[src/rtl/hazard_scoreboard.sv]
// rtl/hazard_scoreboard.sv - ID-stage scoreboard for load/multiply result latency
// Holds the ID instruction until every source it reads is forwardable from EX/MEM or MEM/WB.
module hazard_scoreboard #(
  parameter int MUL_LAT  = 4,
  parameter int LOAD_LAT = 1,
  parameter int CW       = 3
) (
  input  logic        clk,
  input  logic        rst_n,
  input  logic        id_valid,
  input  logic [3:0]  id_rs,
  input  logic [3:0]  id_rt,
  input  logic        id_useRs,
  input  logic        id_useRt,
  input  logic [3:0]  id_rd,
  input  logic        id_regWr,
  input  logic        id_isLoad,
  input  logic        id_isMul,
  input  logic        flush,
  output logic        stall,
  output logic        bubble,
  output logic        mul_busy,
  output logic [15:0] stall_count
);

  localparam logic [CW-1:0] MUL_INIT  = CW'(MUL_LAT);
  localparam logic [CW-1:0] LOAD_INIT = CW'(LOAD_LAT);

  logic [CW-1:0] cnt_q [1:15];
  logic [CW-1:0] cnt_d [1:15];
  logic [CW-1:0] mul_cnt_q;
  logic [CW-1:0] mul_cnt_d;
  logic [15:0]   stall_count_q;
  logic [15:0]   stall_count_d;

  logic [15:0]   pend_vec;
  logic          hz_src;
  logic          hz_waw;
  logic          hz_struct;
  logic          hz;
  logic          issue;
  logic          wr_track;

  // pend_vec[0] stays low so r0 never stalls a reader or a writer.
  always_comb begin
    pend_vec = '0;
    for (int r = 1; r < 16; r++) begin
      pend_vec[r] = (cnt_q[r] != '0);
    end
  end

  always_comb begin
    mul_busy  = (mul_cnt_q != '0);
    hz_src    = (id_useRs & pend_vec[id_rs]) | (id_useRt & pend_vec[id_rt]);
    hz_waw    = id_regWr & pend_vec[id_rd];
    hz_struct = id_isMul & mul_busy;
    hz        = hz_src | hz_waw | hz_struct;
    stall     = id_valid & ~flush & hz;
    bubble    = stall | (id_valid & flush);
    issue     = id_valid & ~flush & ~hz;
    wr_track  = issue & id_regWr & (id_isMul | id_isLoad);
  end

  // A set can never meet a decrement on the same entry: WAW blocks issue while cnt[rd] != 0.
  always_comb begin
    for (int r = 1; r < 16; r++) begin
      cnt_d[r] = cnt_q[r];
      if (wr_track && (id_rd == 4'(r))) begin
        cnt_d[r] = id_isMul ? MUL_INIT : LOAD_INIT;
      end else if (cnt_q[r] != '0) begin
        cnt_d[r] = cnt_q[r] - 1'b1;
      end
    end
  end

  always_comb begin
    mul_cnt_d = mul_cnt_q;
    if (issue && id_isMul) begin
      mul_cnt_d = MUL_INIT;
    end else if (mul_cnt_q != '0) begin
      mul_cnt_d = mul_cnt_q - 1'b1;
    end
  end

  always_comb begin
    stall_count_d = stall_count_q;
    if (stall && (stall_count_q != 16'hFFFF)) begin
      stall_count_d = stall_count_q + 16'd1;
    end
  end

  always_ff @(posedge clk or negedge rst_n) begin
    if (!rst_n) begin
      for (int r = 1; r < 16; r++) begin
        cnt_q[r] <= '0;
      end
      mul_cnt_q     <= '0;
      stall_count_q <= '0;
    end else begin
      for (int r = 1; r < 16; r++) begin
        cnt_q[r] <= cnt_d[r];
      end
      mul_cnt_q     <= mul_cnt_d;
      stall_count_q <= stall_count_d;
    end
  end

  assign stall_count = stall_count_q;

endmodule
[config.mk]
export PLATFORM = sky130hd
export DESIGN_NAME = hazard_scoreboard
export DESIGN_NICKNAME = d
export VERILOG_FILES = /design/src/rtl/hazard_scoreboard.sv
export SDC_FILE = /design/constraint.sdc
export NUM_CORES = 1
export LEC_CHECK = 0
export BUFFER_PORTS_ARGS = -buffer_cell sky130_fd_sc_hd__buf_4
export CAP_MARGIN = 20
export CELL_PAD_IN_SITES_DETAIL_PLACEMENT = 0
export CELL_PAD_IN_SITES_GLOBAL_PLACEMENT = 1
export CORE_MARGIN = 1.5
export CORE_UTILIZATION = 36
export CTS_CLUSTER_DIAMETER = 80
export CTS_CLUSTER_SIZE = 24
export DETAILED_ROUTE_END_ITERATION = 16
export PLACE_DENSITY_LB_ADDON = 0.1
export SYNTH_ARGS = -nofsm -noshare
export SYNTH_HDL_FRONTEND = slang
export SYNTH_SLANG_ARGS = --single-unit
[constraint.sdc]
create_clock -name clk -period 3.75 [get_ports clk]
set_clock_uncertainty 0.05 [all_clocks]
set_input_delay 0.375 -clock clk [delete_from_list [all_inputs] [get_ports clk]]
set_output_delay 0.375 -clock clk [all_outputs]
set_load 0.01 [all_outputs]
==> results of run 1 <==
==> cell families (layout without fill, tap and decap cells) <==
logic type	after synthesis	after routing	synth area share, %
multiplexers	44	44	12.1
AO/OA/AOI/OAI	68	68	9.64
flip-flops	64	64	38.0
buffers and inverters	57	104	5.87
adder cells (fa/ha/maj)	33	33	9.79
AND/OR/NAND/NOR	151	151	18.4
XOR/XNOR	30	30	6.23
==> flip-flops by register name, indices dropped and copies added, names as in the netlist <==
name,flops
cnt_q,45
mul_cnt_q,3
stall_count,16
==> Yosys cell counts, types with 2 or more instances <==
| master | number | area share, % |
|---|---|---|
| dfrtp_1 | 64 | 38 |
| nor2_1 | 43 | 3.8 |
| inv_1 | 37 | 3.3 |
| mux2i_1 | 36 | 8.5 |
| ha_1 | 33 | 9.8 |
| nand2_1 | 31 | 2.8 |
| o21ai_0 | 19 | 2.3 |
| a21oi_1 | 17 | 2.0 |
| xnor2_1 | 17 | 3.5 |
| nor2b_1 | 16 | 2.4 |
| nand3_1 | 15 | 1.8 |
| a31oi_1 | 13 | 1.9 |
| xor2_1 | 13 | 2.7 |
| clkbuf_1 | 10 | 0.89 |
| nor3_1 | 10 | 1.2 |
| and3_1 | 9 | 1.3 |
| nand2b_1 | 7 | 1.0 |
| buf_2 | 5 | 0.59 |
| mux4_2 | 4 | 2.1 |
| o22ai_1 | 4 | 0.59 |
| a211oi_1 | 3 | 0.53 |
| buf_6 | 3 | 0.80 |
| mux2_2 | 3 | 0.80 |
| nand4_1 | 3 | 0.45 |
| nor3b_1 | 3 | 0.53 |
| a21boi_0 | 2 | 0.36 |
| and2_1 | 2 | 0.30 |
| and4b_1 | 2 | 0.47 |
| nor4b_2 | 2 | 0.71 |
| o211ai_1 | 2 | 0.36 |
| o21ai_1 | 2 | 0.24 |
==> layer usage <==
layer	up-vias	wire length, µm
met2	56	4550
met3	11	285
met1	1597	4790
met4	0	189
met5	-	0
li1	1614	-
==> final timing paths <==
check	start	end	slack (ns)
setup / recovery	cnt_q[36]	stall	0.41
setup reg to reg	cnt_q[36]	cnt_q[39]	0.74
hold reg to reg	stall_count[10]	stall_count[10]	0.44
max in group asynchronous	rst_n	cnt_q[39]	2.98
hold / removal	rst_n	cnt_q[10]	0.09
min in group clk	id_isMul	cnt_q[0]	0.40
==> layout make-up <==
| type | instances | area (µm²) |
|---|---|---|
| Clock buffer | 10 | 239 |
| Clock inverter | 6 | 58.8 |
| Fill cell | 1147 | 6450 |
| Inverter | 37 | 139 |
| Multi-Input combinational cell | 326 | 2370 |
| Sequential cell | 64 | 1600 |
| Tap cell | 143 | 179 |
| Timing Repair Buffer | 51 | 383 |
==> power by group through the flow <==
stage | clock network (mW) | registers (mW) | logic [mW]
final | 0.842 | 1.19 | 1.76
after global routing | 0.889 | 1.23 | 2.03
after CTS | 0.857 | 1.19 | 1.79
after detailed placement | 0 | 1.20 | 1.78
after global placement | 0 | 1.19 | 1.74
after floorplan | 0 | 1.18 | 1.37
==> worst register-to-register path, delay by kind of cell, from the launching register on <==
family	cells	cell delay, ns
and+or+nand+nor	4	1.14
AOI/OAI and AO/OA	3	0.61
buffers and inverters	2	0.42
DFF	1	0.36
muxes	1	0.19
adders and majority gates	1	0.18
==> through the flow <==
stage               hold WS, ns  cells  setup WS (ns)
floorplan                0.0294    447           1.05
global placement          0.427    621          0.786
detailed placement        0.428    621          0.743
CTS                       0.152    637          0.396
global route              0.202    637          0.183
finish                   0.0912    637          0.411
==> summary.txt, run 1 <==
number of post-CTS setup repair buffers: 0
maxcap violations: 0
Slew headroom: 42.6%
Remaining DRCs: 0
WP buf/inv: 3
Net Sw Frac: 37.5%
RePlAce Congestion: 0.768
M3 GR Usage: 2.68%
Netlist cell types: 48
period utilisation layout: 89.0%
Slowest cell on crit path: nor2b_1
fin nets: 543
Seq/Total Area, Yosys: 38.0%
Logic pwr share: 46.4%
type of destination of the critical path: output port
post-CTS resize count: 0
clk slew on worst S/H paths: 0.06 ns
EDFF count, synth: 0
largest net degree at the start of global routing: 65
Initial DRC Count: 127
cell area after synthesis: 4220 µm²
Crit path depth: 11
worst reg2reg path depth: 11
Synth warnings: 0
starting density of the core: 36.9%
wire per inst: 15.4 µm
minimum clock period: 3.34 ns
status: finished clean
Mapped Cells: 447
vias in the first global route: 3217
clk sinks: 64
CTS tree: yes
Post-DP HPWL: 7160 µm
CP top delay family: simple AND/OR/NAND/NOR gates
post-layout util: 43.5%
Buffers on Ports: 39
Final Hold Fails: 0
CP max FO: 14
total grt overflow: 0
#FFs+latches synth: 64
fmax: 300 MHz
CTS Buf Count: 9
antenna violations before repair: 0
pwr/cell area: 763 nW/µm²
asr flop ratio synth: 100%
sequential share of power: 31.4%
total power: 3.79 mW
Psw: 1.42 mW
DIE AREA: 12400 µm²
Arr. time, crit path: 2.91 ns
most common cell after layout, fill and taps aside: dfrtp_1
Clk Latency, worst-skew pair: 0.33 ns
share of layout cells above drive strength 1: 16.6%
Placement Cell Area: 4670 µm²
Crit Path Class: flip-flop to output port
Post-CTS Hold Fix Bufs: 0
RSZ-0062 raised after global routing: false
Longest Clk Path Bufs: 2
Design Area, Final: 4970 µm²
Die Ht: 111 µm
Via density: 5.15
Chip Width: 111 µm
final antenna-violating net count: 0
first-pass GRT wire length: 16500 µm
GR Layer Usage met2: 27.2%
Worst Max-Slew Pin Slew: 0.860 ns
Total Wirelength: 9820 µm
Worst VDD drop: 0.333 mV
crit-path cells: inv_1, ha_1, nor2b_1, nor2_1, o32a_1, o211ai_1, o2bb2ai_1, and3_2, buf_4, nor2_1, buf_4
FP Rows: 39
GRT Max-Usage Layer: met2
drt pass-1 iters: 5
GRT Total Usage: 17.0%
ys flop type: dfrtp_1
Syn Area/Cell: 9.44 µm²
P&R area growth vs syn: 17.8%
HP Class: primary input to async pin
ant diodes: 0
root buffer cell: clkbuf_16
CP required: 3.32 ns
Pleak: 2.39 nW
CP peak stage delay: 0.40 ns
final setup vio count: 0
Mapped Nets: 501
startpoint type of the worst setup path: flip-flop
internal cell power: 2.37 mW
TNS Setup: 0 ns
H-tree Lvls: 3
Clock Power Share: 22.2%
most frequent cells in the layout: 64 x dfrtp_1, 51 x buf_4, 43 x nor2_1
Slew Limit Fails: 0
num ports: 40
Vias: 3278
met1 GRT Util: 22.8%
core area: 11400 µm²
No activity file was read; power rests on OpenSTA's default activity.
==> run 2: changes to the inputs <==
==> constraint.sdc (replaced) <==
create_clock -name clk -period 3.75 [get_ports clk]
set_clock_uncertainty 0.05 [all_clocks]
set_input_delay 0 -clock clk [delete_from_list [all_inputs] [get_ports clk]]
set_output_delay 0 -clock clk [all_outputs]
set_load 0.01 [all_outputs]
==> summary.txt, run 2 (synthesized netlist as in run 1, its figures left out) <==
total grt overflow: 0 (unchanged)
Inst Count DP: 615 (-0.97%)
Final Hold Fails: 0 (unchanged)
largest reg by FF count: cnt_q
drt pass-1 iters: 4 (-1)
Remaining DRCs: 0 (unchanged)
vias in the first global route: 3296 (+2.5%)
Slew Limit Fails: 0 (unchanged)
clk sinks: 64 (unchanged)
P&R area growth vs syn: 16.6%
type of destination of the critical path: output port
root buffer cell: clkbuf_16
Vias: 3217 (-1.9%)
GRT Total Usage: 17.4% (+0.39 points)
CP required: 3.70 ns (+0.38 ns)
core area: 11400 µm² (unchanged)
Total Wirelength: 10100 µm (+3.2%)
Post-CTS Hold Fix Bufs: 1 (+1)
starting density of the core: 36.9% (unchanged)
Via density: 5.09 (-1.1%)
Pleak: 2.35 nW (-1.7%)
most frequent cells in the layout: 64 x dfrtp_1, 45 x buf_4, 43 x nor2_1
largest net degree at the start of global routing: 65 (unchanged)
Placement Cell Area: 4630 µm² (-0.96%)
Buffers on Ports: 39 (unchanged)
antenna violations before repair: 0 (unchanged)
fmax: 322 MHz (+7.6%)
status: finished clean
max reg flops: 45 (unchanged)
Longest Clk Path Bufs: 2 (unchanged)
maxcap violations: 0 (unchanged)
H-tree Lvls: 3 (unchanged)
Worst Max-Slew Pin Slew: 0.887 ns (+0.0264 ns)
final antenna-violating net count: 0 (unchanged)
Finished Layout Cells: 632 (-0.78%)
Crit Path Class: flip-flop to output port
wire per inst: 16.0 µm (+4.1%)
CTS tree: yes
DIE AREA: 12400 µm² (unchanged)
period utilisation layout: 82.7% (-6.3 points)
HP Class: primary input to flip-flop
post-CTS resize count: 0 (unchanged)
num ports: 40 (unchanged)
Slew headroom: 40.7% (-2.0 points)
CP max FO: 23 (+9)
fill count: 1150 (+0.26%)
Clk Latency, worst-skew pair: 0.33 ns (about the same)
clk slew on worst S/H paths: 0.05 ns (about the same)
RSZ-0062 raised after global routing: false
share of layout cells above drive strength 1: 14.9% (-1.7 points)
startpoint type of the worst setup path: flip-flop
Arr. time, crit path: 3.05 ns (+0.14 ns)
Initial DRC Count: 96 (-24%)
ant diodes: 0 (unchanged)
minimum clock period: 3.10 ns (-0.237 ns)
Post-DP HPWL: 7090 µm (-0.99%)
TNS Setup: 0 ns (unchanged)
number of post-CTS setup repair buffers: 0 (unchanged)
most common cell after layout, fill and taps aside: dfrtp_1
pwr/cell area: 762 nW/µm² (about the same)
FP Rows: 39 (unchanged)
RePlAce Congestion: 0.742 (-3.4%)
CTS Buf Count: 9 (unchanged)
Die Ht: 111 µm (unchanged)
Chip Width: 111 µm (unchanged)
fin nets: 538 (-0.92%)
Design Area, Final: 4920 µm² (-1.0%)
Worst VDD drop: 0.277 mV (-17%)
final setup vio count: 0 (unchanged)
first-pass GRT wire length: 17000 µm (+2.7%)
run 2: cell types whose count changed in the layout (fill, tap and decap cells not counted):
cell	change
dlygate4sd3_1	+1
clkinv_4	-1
clkinv_2	-1
clkbuf_8	-1
clkbuf_1	+3
buf_4	-6
run 2: metrics by stage:
stage / total power [mW] / hold WS (ns) / utilization, % / setup WS (ns)
3_3_place_gp: 2.91 / 0.137 / 40.5 / 0.783
6_report: 3.75 / 0.0335 / 43.1 / 0.648
4_1_cts: 3.79 / 0.0266 / 43.1 / 0.628
5_1_grt: 4.12 / 0.0356 / 43.1 / 0.378
3_5_place_dp: 2.96 / 0.127 / 40.5 / 0.755
2_1_floorplan: 2.54 / -0.346 / - / 1.23
run 2: path summary, 6_finish.rpt:
check	start	endpoint	slack, ns	depth (start not counted)
worst max register to register	cnt_q[36]	cnt_q[42]	0.75	11
worst max-delay path	cnt_q[36]	bubble	0.65	11
min in group asynchronous	rst_n	cnt_q[9]	0.27	2
worst min-delay path	id_isMul	cnt_q[0]	0.03	2
max in group asynchronous	rst_n	cnt_q[38]	2.80	2
worst min register to register	stall_count[10]	stall_count[10]	0.44	1
run 2: worst max-delay path, cell delays in order (launching register included):
cell	delay (ns)
dfrtp_1	0.35
inv_1	0.11
ha_1	0.17
nor2b_1	0.42
nor2_1	0.10
o32a_1	0.30
o211ai_1	0.18
o2bb2ai_1	0.12
and3_2	0.34
buf_4	0.33
a21boi_0	0.13
buf_4	0.16
run 2: layer usage:
layer | up-vias | track usage (%) | wire (µm)
met2 | 57 | 28.5 | 4700
li1 | 1602 | - | -
met3 | 9 | 4.54 | 439
met4 | 0 | 5.32 | 113
met5 | - | 0 | 0
met1 | 1549 | 22.5 | 4880
run 2: power by group:
group          total [mW]  internal, mW  switching (mW)  leakage [nW]
sequential           1.19          1.01           0.181         0.774
clock               0.815         0.512           0.304         0.140
combinational        1.74         0.810           0.928          1.43
total                3.75          2.33            1.41          2.35
run 2: area by class of cell:
| cell class | count | area (µm²) | area share [%] |
|---|---|---|---|
| multi-input combinational | 326 | 2370 | 48.2 |
| timing repair buffer | 46 | 348 | 7.07 |
| inverter | 37 | 139 | 2.82 |
| clock inverter | 4 | 45.0 | 0.916 |
| sequential | 64 | 1600 | 32.6 |
| clock buffer | 12 | 236 | 4.81 |
| tap | 143 | 179 | 3.64 |
==> run 3: changes to the inputs <==
==> constraint.sdc (replaced) <==
create_clock -name clk -period 3.1 [get_ports clk]
set_clock_uncertainty 0.05 [all_clocks]
set_input_delay 0 -clock clk [delete_from_list [all_inputs] [get_ports clk]]
set_output_delay 0 -clock clk [all_outputs]
set_load 0.01 [all_outputs]
==> summary.txt, run 3 (synthesized netlist as in run 1, its figures left out) <==
status: finished clean
largest reg by FF count: cnt_q
drt pass-1 iters: 4 (unchanged)
Post-DP HPWL: 7040 µm (-0.76%)
antenna violations before repair: 0 (unchanged)
Worst Max-Slew Pin Slew: 0.848 ns (-0.0387 ns)
type of destination of the critical path: output port
final antenna-violating net count: 0 (unchanged)
startpoint type of the worst setup path: flip-flop
first-pass GRT wire length: 16700 µm (-1.4%)
number of post-CTS setup repair buffers: 0 (unchanged)
root buffer cell: clkbuf_16
Total Wirelength: 9860 µm (-2.8%)
clk slew on worst S/H paths: 0.05 ns (about the same)
Pleak: 2.42 nW (+3.3%)
total power: 4.69 mW (+25%)
pwr/cell area: 927 nW/µm² (+22%)
Design Area, Final: 5060 µm² (+2.8%)
CP top delay family: simple AND/OR/NAND/NOR gates
Buffers on Ports: 39 (unchanged)
Hold Path Depth: 2 (unchanged)
CTS Buf Count: 9 (unchanged)
P&R area growth vs syn: 19.9%
Remaining DRCs: 0 (unchanged)
Vias: 3259 (+1.3%)
Hold EP: cnt_q[6]
Longest Clk Path Bufs: 2 (unchanged)
critical hold path startpoint: id_isMul
Placement Cell Area: 4720 µm² (+2.1%)
R2R Setup Slk: 0.25 ns (-0.50 ns)
worst reg2reg endpoint: stall_count[1]
period utilisation layout: 94.9%
fmax: 340 MHz
fin nets: 549 (+2.0%)
max reg flops: 45 (unchanged)
Initial DRC Count: 135 (+41%)
Worst VDD drop: 0.373 mV (+34%)
Crit path depth: 10 (-1)
Arr. time, crit path: 2.89 ns (-0.16 ns)
CP Launch Point: cnt_q[9]
minimum clock period: 2.94 ns
CP max FO: 27 (+17%)
crit-path cells: inv_1, ha_1, nor2b_1, mux4_2, o22ai_1, o21ai_1, and3_2, buf_12, a21boi_0, buf_4
Final Hold Fails: 0 (unchanged)
final setup vio count: 0 (unchanged)
Crit Path Class: flip-flop to output port
Slew Limit Fails: 0 (unchanged)
HP Class: primary input to flip-flop
maxcap violations: 0 (unchanged)
vias in the first global route: 3291 (-0.15%)
Clk Latency, worst-skew pair: 0.32 ns (about the same)
wire per inst: 15.4 µm (-4.3%)
post-layout util: 44.3% (+1.2 points)
WP buf/inv: 3 (unchanged)
worst reg2reg path depth: 10 (-1)
most frequent cells in the layout: 64 x dfrtp_1, 55 x buf_4, 43 x nor2_1
CP required: 3.05 ns (-0.65 ns)
largest net degree at the start of global routing: 65 (unchanged)
Via density: 5.08 (-0.27%)
Die Ht: 111 µm (unchanged)
Chip Width: 111 µm (unchanged)
CP peak stage delay: 0.49 ns (+0.07 ns)
CTS tree: yes
RePlAce Congestion: 0.775 (+4.4%)
FP Rows: 39 (unchanged)
H-tree Lvls: 3 (unchanged)
Seq. cell area: 1600 µm² (unchanged)
clk sinks: 64 (unchanged)
multi-input logic area: 2370 µm² (+0.11%)
starting density of the core: 36.9% (unchanged)
RSZ-0062 raised after global routing: false
DIE AREA: 12400 µm² (unchanged)
Reg2Reg Launch Point: cnt_q[9]
ant diodes: 0 (unchanged)
TNS Setup: 0 ns (unchanged)
num ports: 40 (unchanged)
core area: 11400 µm² (unchanged)
share of layout cells above drive strength 1: 17.2% (+2.3 points)
most common cell after layout, fill and taps aside: dfrtp_1
fill count: 1164 (+1.2%)
Slew headroom: 43.5% (+2.8 points)
total grt overflow: 0 (unchanged)
Slowest cell on crit path: nor2b_1
GRT Total Usage: 17.2% (-0.21 points)
run 3: cell count changes in the layout (fill, tap and decap cells not counted), sizes merged:
cell and change:
buf +11, clkinv -2, bufinv +1
run 3: worst max path at each step:
stage	to	slack [ns]
finish	bubble	0.16
global route	bubble	0.007
CTS	bubble	0.17
detailed placement	stall_count[10]	0.30
global placement	stall_count[1]	0.28
floorplan	stall_count[1]	0.58
run 3: where the power goes:
part	total [mW]	internal, mW	switching, mW
registers	1.44	1.23	0.213
logic	2.16	1.03	1.13
clock network	1.09	0.742	0.349
total	4.69	3.00	1.69
run 3: final cells by class:
| cell class | instances | area share (%) |
|---|---|---|
| Timing Repair Buffer | 57 | 8.76 |
| Clock buffer | 12 | 5.07 |
| Clock inverter | 3 | 1.29 |
| Multi-Input combinational cell | 326 | 46.9 |
| Sequential cell | 64 | 31.7 |
| Inverter | 37 | 2.75 |
| Tap cell | 143 | 3.54 |
run 3: what timing repair did:
| action | CTS | global route |
|---|---|---|
| endpoints found under the hold margin | 64 | 0 |
| endpoints found under the setup margin | 0 | 2 |
| resized for setup | 0 | 1 |
| hold buffers | 1 | 0 |
run 3: per-stage QoR:
step                setup WS [ns]  hold WS, ns  instances
floorplan                   0.583       -0.346        447
global placement            0.285        0.129        626
detailed placement          0.301        0.130        626
CTS                         0.171       0.0268        642
global route              0.00688       0.0348        642
finish                      0.158       0.0357        642
run 3: worst register-to-register path, stage by stage (launching register included):
cell     delay, ns
dfrtp_1       0.37
inv_1         0.11
ha_1          0.17
nor2b_1       0.49
mux4_2        0.39
o22ai_1       0.08
o21ai_1       0.20
and3_2        0.30
buf_12        0.19
nor2_1        0.10
mux2_2        0.27
run 3: metal layers:
metal	wire length [µm]	up-vias	global-route usage, %	part of all wire (%)
li1	-	1624	-	-
met1	4660	1569	22.5	47
met2	4660	60	28.4	47
met3	441	6	3.72	4.5
met4	93	0	5.32	0.94
met5	0	-	0	0
